[config.mk]
export PLATFORM = sky130hd
export DESIGN_NAME = banco_de_registradores
export DESIGN_NICKNAME = d
export VERILOG_FILES = /design/src/rtl/banco_de_registradores_pkg.sv /design/src/rtl/banco_de_registradores_registrador.sv /design/src/rtl/banco_de_registradores.sv
export SDC_FILE = /design/constraint.sdc
export NUM_CORES = 1
export LEC_CHECK = 0
export ABC_AREA = 1
export CAP_MARGIN = 20
export CORE_MARGIN = 2
export CORE_UTILIZATION = 30
export CTS_CLUSTER_DIAMETER = 200
export DETAILED_ROUTE_END_ITERATION = 10
export HOLD_SLACK_MARGIN = 0.02
export SYNTH_ARGS = -nofsm -noshare
export SYNTH_HDL_FRONTEND = slang
export SYNTH_SLANG_ARGS = --single-unit
[constraint.sdc]
create_clock -name Clock -period 1.4 [get_ports Clock]
set_input_delay 0.28 -clock Clock [delete_from_list [all_inputs] [get_ports Clock]]
set_output_delay 0.28 -clock Clock [all_outputs]
set_load 0.005 [all_outputs]
[src/rtl/banco_de_registradores_pkg.sv]
// processador_pkg: shared constants and types for the 8-bit processor datapath.
//   DATA_WIDTH     - width of a datapath word / register
//   REG_ADDR_WIDTH - width of a register-file address
//   NUM_REGS       - number of general-purpose registers
//   reg_addr_t     - register address type
//   data_t         - datapath word type
package processador_pkg;

  localparam int unsigned DATA_WIDTH     = 8;
  localparam int unsigned REG_ADDR_WIDTH = 3;
  localparam int unsigned NUM_REGS       = 2 ** REG_ADDR_WIDTH;

  typedef logic [REG_ADDR_WIDTH-1:0] reg_addr_t;
  typedef logic [DATA_WIDTH-1:0]     data_t;

endpackage : processador_pkg

[src/rtl/banco_de_registradores_registrador.sv]
// registrador: single storage register with load enable and asynchronous
// active-low clear.
//   clock    - rising-edge clock
//   resetN   - asynchronous active-low clear (dominates load)
//   load     - when high, dadoIn is captured on the rising edge
//   dadoIn   - data to store
//   dadoOut  - current register contents
module registrador
  import processador_pkg::*;
#(
  parameter int unsigned WIDTH = processador_pkg::DATA_WIDTH
) (
  input  logic             clock,
  input  logic             resetN,
  input  logic             load,
  input  logic [WIDTH-1:0] dadoIn,
  output logic [WIDTH-1:0] dadoOut
);

  always_ff @(posedge clock or negedge resetN) begin
    if (!resetN) begin
      dadoOut <= '0;
    end else if (load) begin
      dadoOut <= dadoIn;
    end
  end

endmodule : registrador

[src/rtl/banco_de_registradores.sv]
// banco_de_registradores: register file with 2**ADDR_WIDTH registers of
// DATA_WIDTH bits, two combinational read ports and one synchronous write
// port. Every register, R0 included, is writable.
//   RegLido1 / RegLido2 - read addresses for ports 1 and 2
//   RegEscr             - write address
//   DadoEscr            - write data
//   Dado1 / Dado2       - read data for ports 1 and 2 (combinational)
//   RegWrite            - write enable, active-high
//   Clock               - rising-edge clock
//   Reset_n             - asynchronous active-low clear of all registers
module banco_de_registradores
#(
  parameter int unsigned DATA_WIDTH = processador_pkg::DATA_WIDTH,
  parameter int unsigned ADDR_WIDTH = processador_pkg::REG_ADDR_WIDTH
) (
  input  logic [ADDR_WIDTH-1:0] RegLido1,
  input  logic [ADDR_WIDTH-1:0] RegLido2,
  input  logic [ADDR_WIDTH-1:0] RegEscr,
  input  logic [DATA_WIDTH-1:0] DadoEscr,
  output logic [DATA_WIDTH-1:0] Dado1,
  output logic [DATA_WIDTH-1:0] Dado2,
  input  logic                  RegWrite,
  input  logic                  Clock,
  input  logic                  Reset_n
);

  import processador_pkg::*;

  localparam int unsigned NumRegs = 2 ** ADDR_WIDTH;

  logic [NumRegs-1:0]    loadEn;
  logic [DATA_WIDTH-1:0] regs [NumRegs];

  // Write decoder: one-hot load enable, all zero when writes are disabled.
  always_comb begin
    loadEn = '0;
    for (int unsigned i = 0; i < NumRegs; i++) begin
      loadEn[i] = RegWrite && (RegEscr == ADDR_WIDTH'(i));
    end
  end

  for (genvar g = 0; g < NumRegs; g++) begin : gRegs
    registrador #(
      .WIDTH (DATA_WIDTH)
    ) uReg (
      .clock   (Clock),
      .resetN  (Reset_n),
      .load    (loadEn[g]),
      .dadoIn  (DadoEscr),
      .dadoOut (regs[g])
    );
  end

  // Read muxes: purely combinational, no bypass from the write port, so a
  // read of the register being written shows the old value until the edge.
  always_comb begin
    Dado1 = regs[RegLido1];
    Dado2 = regs[RegLido2];
  end

endmodule : banco_de_registradores

==> summary.md <==
| Metric | Value |
|---|---|
| Met2 GRT Util | 30.8% |
| Final setup TNS | -1.54 ns |
| WP data arrival | 1.24 ns |
| DP Area | 0.00467 sq mm |
| Critical path type | reg2out |
| YS warnings | 0 |
| Mapped Area | 0.00380 sq mm |
| Compound-Gate Fraction of Synth Area | 8.42% |
| Max reg flops | 64 |
| Main combinational cell family by area after synthesis | simple AND/OR/NAND/NOR gates |
| P_leak | 2.93 nW |
| CTS tree | yes |
| Footprint of the multi-input gates | 0.00189 sq mm |
| Xor and xnor area share after synthesis | 0% |
| Reg power frac | 36.6% |
| Die X | 117 um |
| Clock power frac | 34.2% |
| Fraction of the mapped netlist area in adder cells | 0% |
| Final HPWL DP | 8200 um |
| Gpl congestion | 0.916 |
| Post-synthesis mux area share | 0% |
| Switching Share | 31.1% |
| Most frequent cells in the layout | 246 x nand2_1, 64 x o21ai_0, 64 x dfrtp_1, 58 x buf_4, 53 x inv_2 |
| Initial antenna violation count | 0 |
| Fin util | 43.2% |
| Synth Area in Simple Gates | 37.0% |
| IO Port Bufs | 35 |
| Via count | 3,972 |
| Seq. cell area | 0.00160 sq mm |
| RSZ-0062 raised after global routing | true |
| # fillers | 1,335 |
| First-pass GRT wire length | 18,900 um |
| Hold_ws | 0.481 ns |
| Clk slew on worst S/H paths | 0.06 ns |
| Clock Tree Buf Depth | 2 |
| Worst setup EP type | output pin |
| Least-Margin Pin Slew | 0.349 ns |
| Int Pwr | 4.56 mW |
| Slew HR | 76.7% |
| CP Max Fanout | 2 |
| Initial DRC count | 341 |
| GR Util All Layers | 18.2% |
| Via density | 4.62 |
| GR Util met1 | 23.1% |
| Syn_nets | 609 |
| GRT overflow | 0 |
| Die area | 0.0136 sq mm |
| Pin count of the biggest net entering global routing | 65 |
| DR WL/cell | 13.8 um |
| Top Registers | gRegs.uReg.dadoOut (64) |
| Peak supply drop | 0.566 mV |
| Status | complete, but fails checks |
| # setup viols final | 16 |
| Core area | 0.0125 sq mm |
| Worst-Skew Late Latency | 0.33 ns |
| Chip Height | 117 um |
| Starting Density | 30.4% |
| Total Wirelength | 11,900 um |
| Residual DRC | 0 |
| Pwr dens | 1220 mW/mm^2 |
| CTS root buf | clkbuf_16 |
| Grt met3 use | 3.48% |
| Seq/Total Area, Yosys | 42.1% |
| Fin crit share | 109% |
| Crit path required time | 1.12 ns |
| Inserted Diodes | 0 |
| Fmax | 0.656 GHz |
| Clk_skew | 0 ns |
| Htree depth | 3 |
| Avg Inst Size Synth | 6.46 sq um |
| GRT Max-Usage Layer | met2 |
| Fin nets | 702 |
| CTS Sinks | 64 |
| CP startpoint kind | flip-flop |
| Gate power share | 29.3% |
| Num CTS Buffers | 9 |
| Num rows | 41 |
| DRT Pass-1 Iters | 4 |
| Syn Inst Count | 589 |
| Hold Crit Class | in2async |
| Unique masters post-synth | 13 |
| Share of post-route cells with drive strength above 1 | 31.4% |
| Ports | 36 |
| Vias in the first global route | 3,855 |
| Post-route cell area | 0.00541 sq mm |
| Synth Register Bits | 64 |
| Power, Total | 6.62 mW |
| Max cap viols | 0 |
| Minimum clock period after layout | 1.52 ns |
| Most common cell after layout, fill and taps aside | nand2_1 |
| PnR worst setup slack | -0.125 ns |
| Max Slew Vio Count | 0 |
| Violated checks | setup timing |
| P&R area growth vs syn | 42.2% |
| Net Sw Power | 2.06 mW |
| Final Hold Fails | 0 |
| Largest Register | gRegs.uReg.dadoOut |
| DRT antenna net count | 0 |
## path summary, 6_finish.rpt
| kind | startpoint | end | slack [ns] | cells past startpoint |
|---|---|---|---|---|
| setup reg to reg | gRegs[5].uReg.dadoOut[7] | gRegs[5].uReg.dadoOut[7] | 0.39 | 5 |
| setup / recovery | gRegs[2].uReg.dadoOut[1] | Dado2[1] | -0.12 | 7 |
| min in group Clock | gRegs[4].uReg.dadoOut[6] | gRegs[4].uReg.dadoOut[6] | 0.48 | 2 |
| max in group asynchronous | Reset_n | gRegs[3].uReg.dadoOut[5] | 0.62 | 3 |
| hold reg to reg | gRegs[4].uReg.dadoOut[6] | gRegs[4].uReg.dadoOut[6] | 0.48 | 2 |
| hold / removal | Reset_n | gRegs[5].uReg.dadoOut[3] | 0.48 | 3 |
## per-layer routing
layer  vias to the layer above  wire, um  part of all wire, %
li1                       1984         -                    -
met1                      1867      5310                   45
met2                       101      5760                   48
met3                        20       549                  4.6
met4                         0       265                  2.2
met5                         -         0                    0
## synth_stat cells
cell | n | area (sq um)
buf_1 | 2 | 7.51
buf_2 | 16 | 80.1
buf_4 | 1 | 7.51
buf_6 | 4 | 45.0
clkbuf_1 | 7 | 26.3
dfrtp_1 | 64 | 1600
inv_1 | 82 | 308
nand2_1 | 279 | 1050
nand3_1 | 65 | 325
nor2_1 | 3 | 11.3
nor2_2 | 1 | 6.26
nor3_4 | 1 | 16.3
o21ai_0 | 64 | 320
## worst max-delay path: stages, from the launching register on
cell and delay (ns):
dfrtp_1 0.37, inv_1 0.07, nand2_1 0.06, nand3_1 0.08, nand2_1 0.07, nand2_1 0.08
nand2_2 0.06, buf_2 0.12
## cell families (layout without fill, tap and decap cells)
family	Yosys count	count (layout)
buffers and inverters	112	210
AO/OA/AOI/OAI	64	64
AND/OR/NAND/NOR	349	349
flip-flops	64	64
## power groups by stage
| stage | Sequential, mW | Clock, mW | Combinational (mW) |
|---|---|---|---|
| 6_report | 2.42 | 2.26 | 1.94 |
| 5_1_grt | 2.46 | 2.39 | 2.18 |
| 4_1_cts | 2.40 | 2.31 | 1.70 |
| 3_5_place_dp | 2.40 | 0 | 1.62 |
| 3_3_place_gp | 2.40 | 0 | 1.60 |
| 2_1_floorplan | 2.36 | 0 | 0.963 |
## timing repair
item,in CTS,in global routing
setup buffers,9,17
cloned,4,0
setup endpoints to repair,16,17
resized for setup,125,69
hold buffers,1,0
endpoints found under the hold margin,64,0
pin swaps,53,34
## per-stage QoR
stage / setup slack [ns] / instances
5_1_grt: -0.210 / 859
3_5_place_dp: -0.832 / 812
3_3_place_gp: -0.829 / 812
4_1_cts: -0.152 / 842
6_report: -0.125 / 859
2_1_floorplan: 0.117 / 589
## area by class of cell
cell class | count | share of cell area [%]
Timing Repair Buffer | 112 | 20.2
Clock buffer | 13 | 4.81
Sequential cell | 64 | 29.6
Clock inverter | 3 | 0.741
Multi-Input combinational cell | 413 | 34.9
Inverter | 82 | 5.74
Tap cell | 172 | 3.98
(Power assumes the default switching activity.)
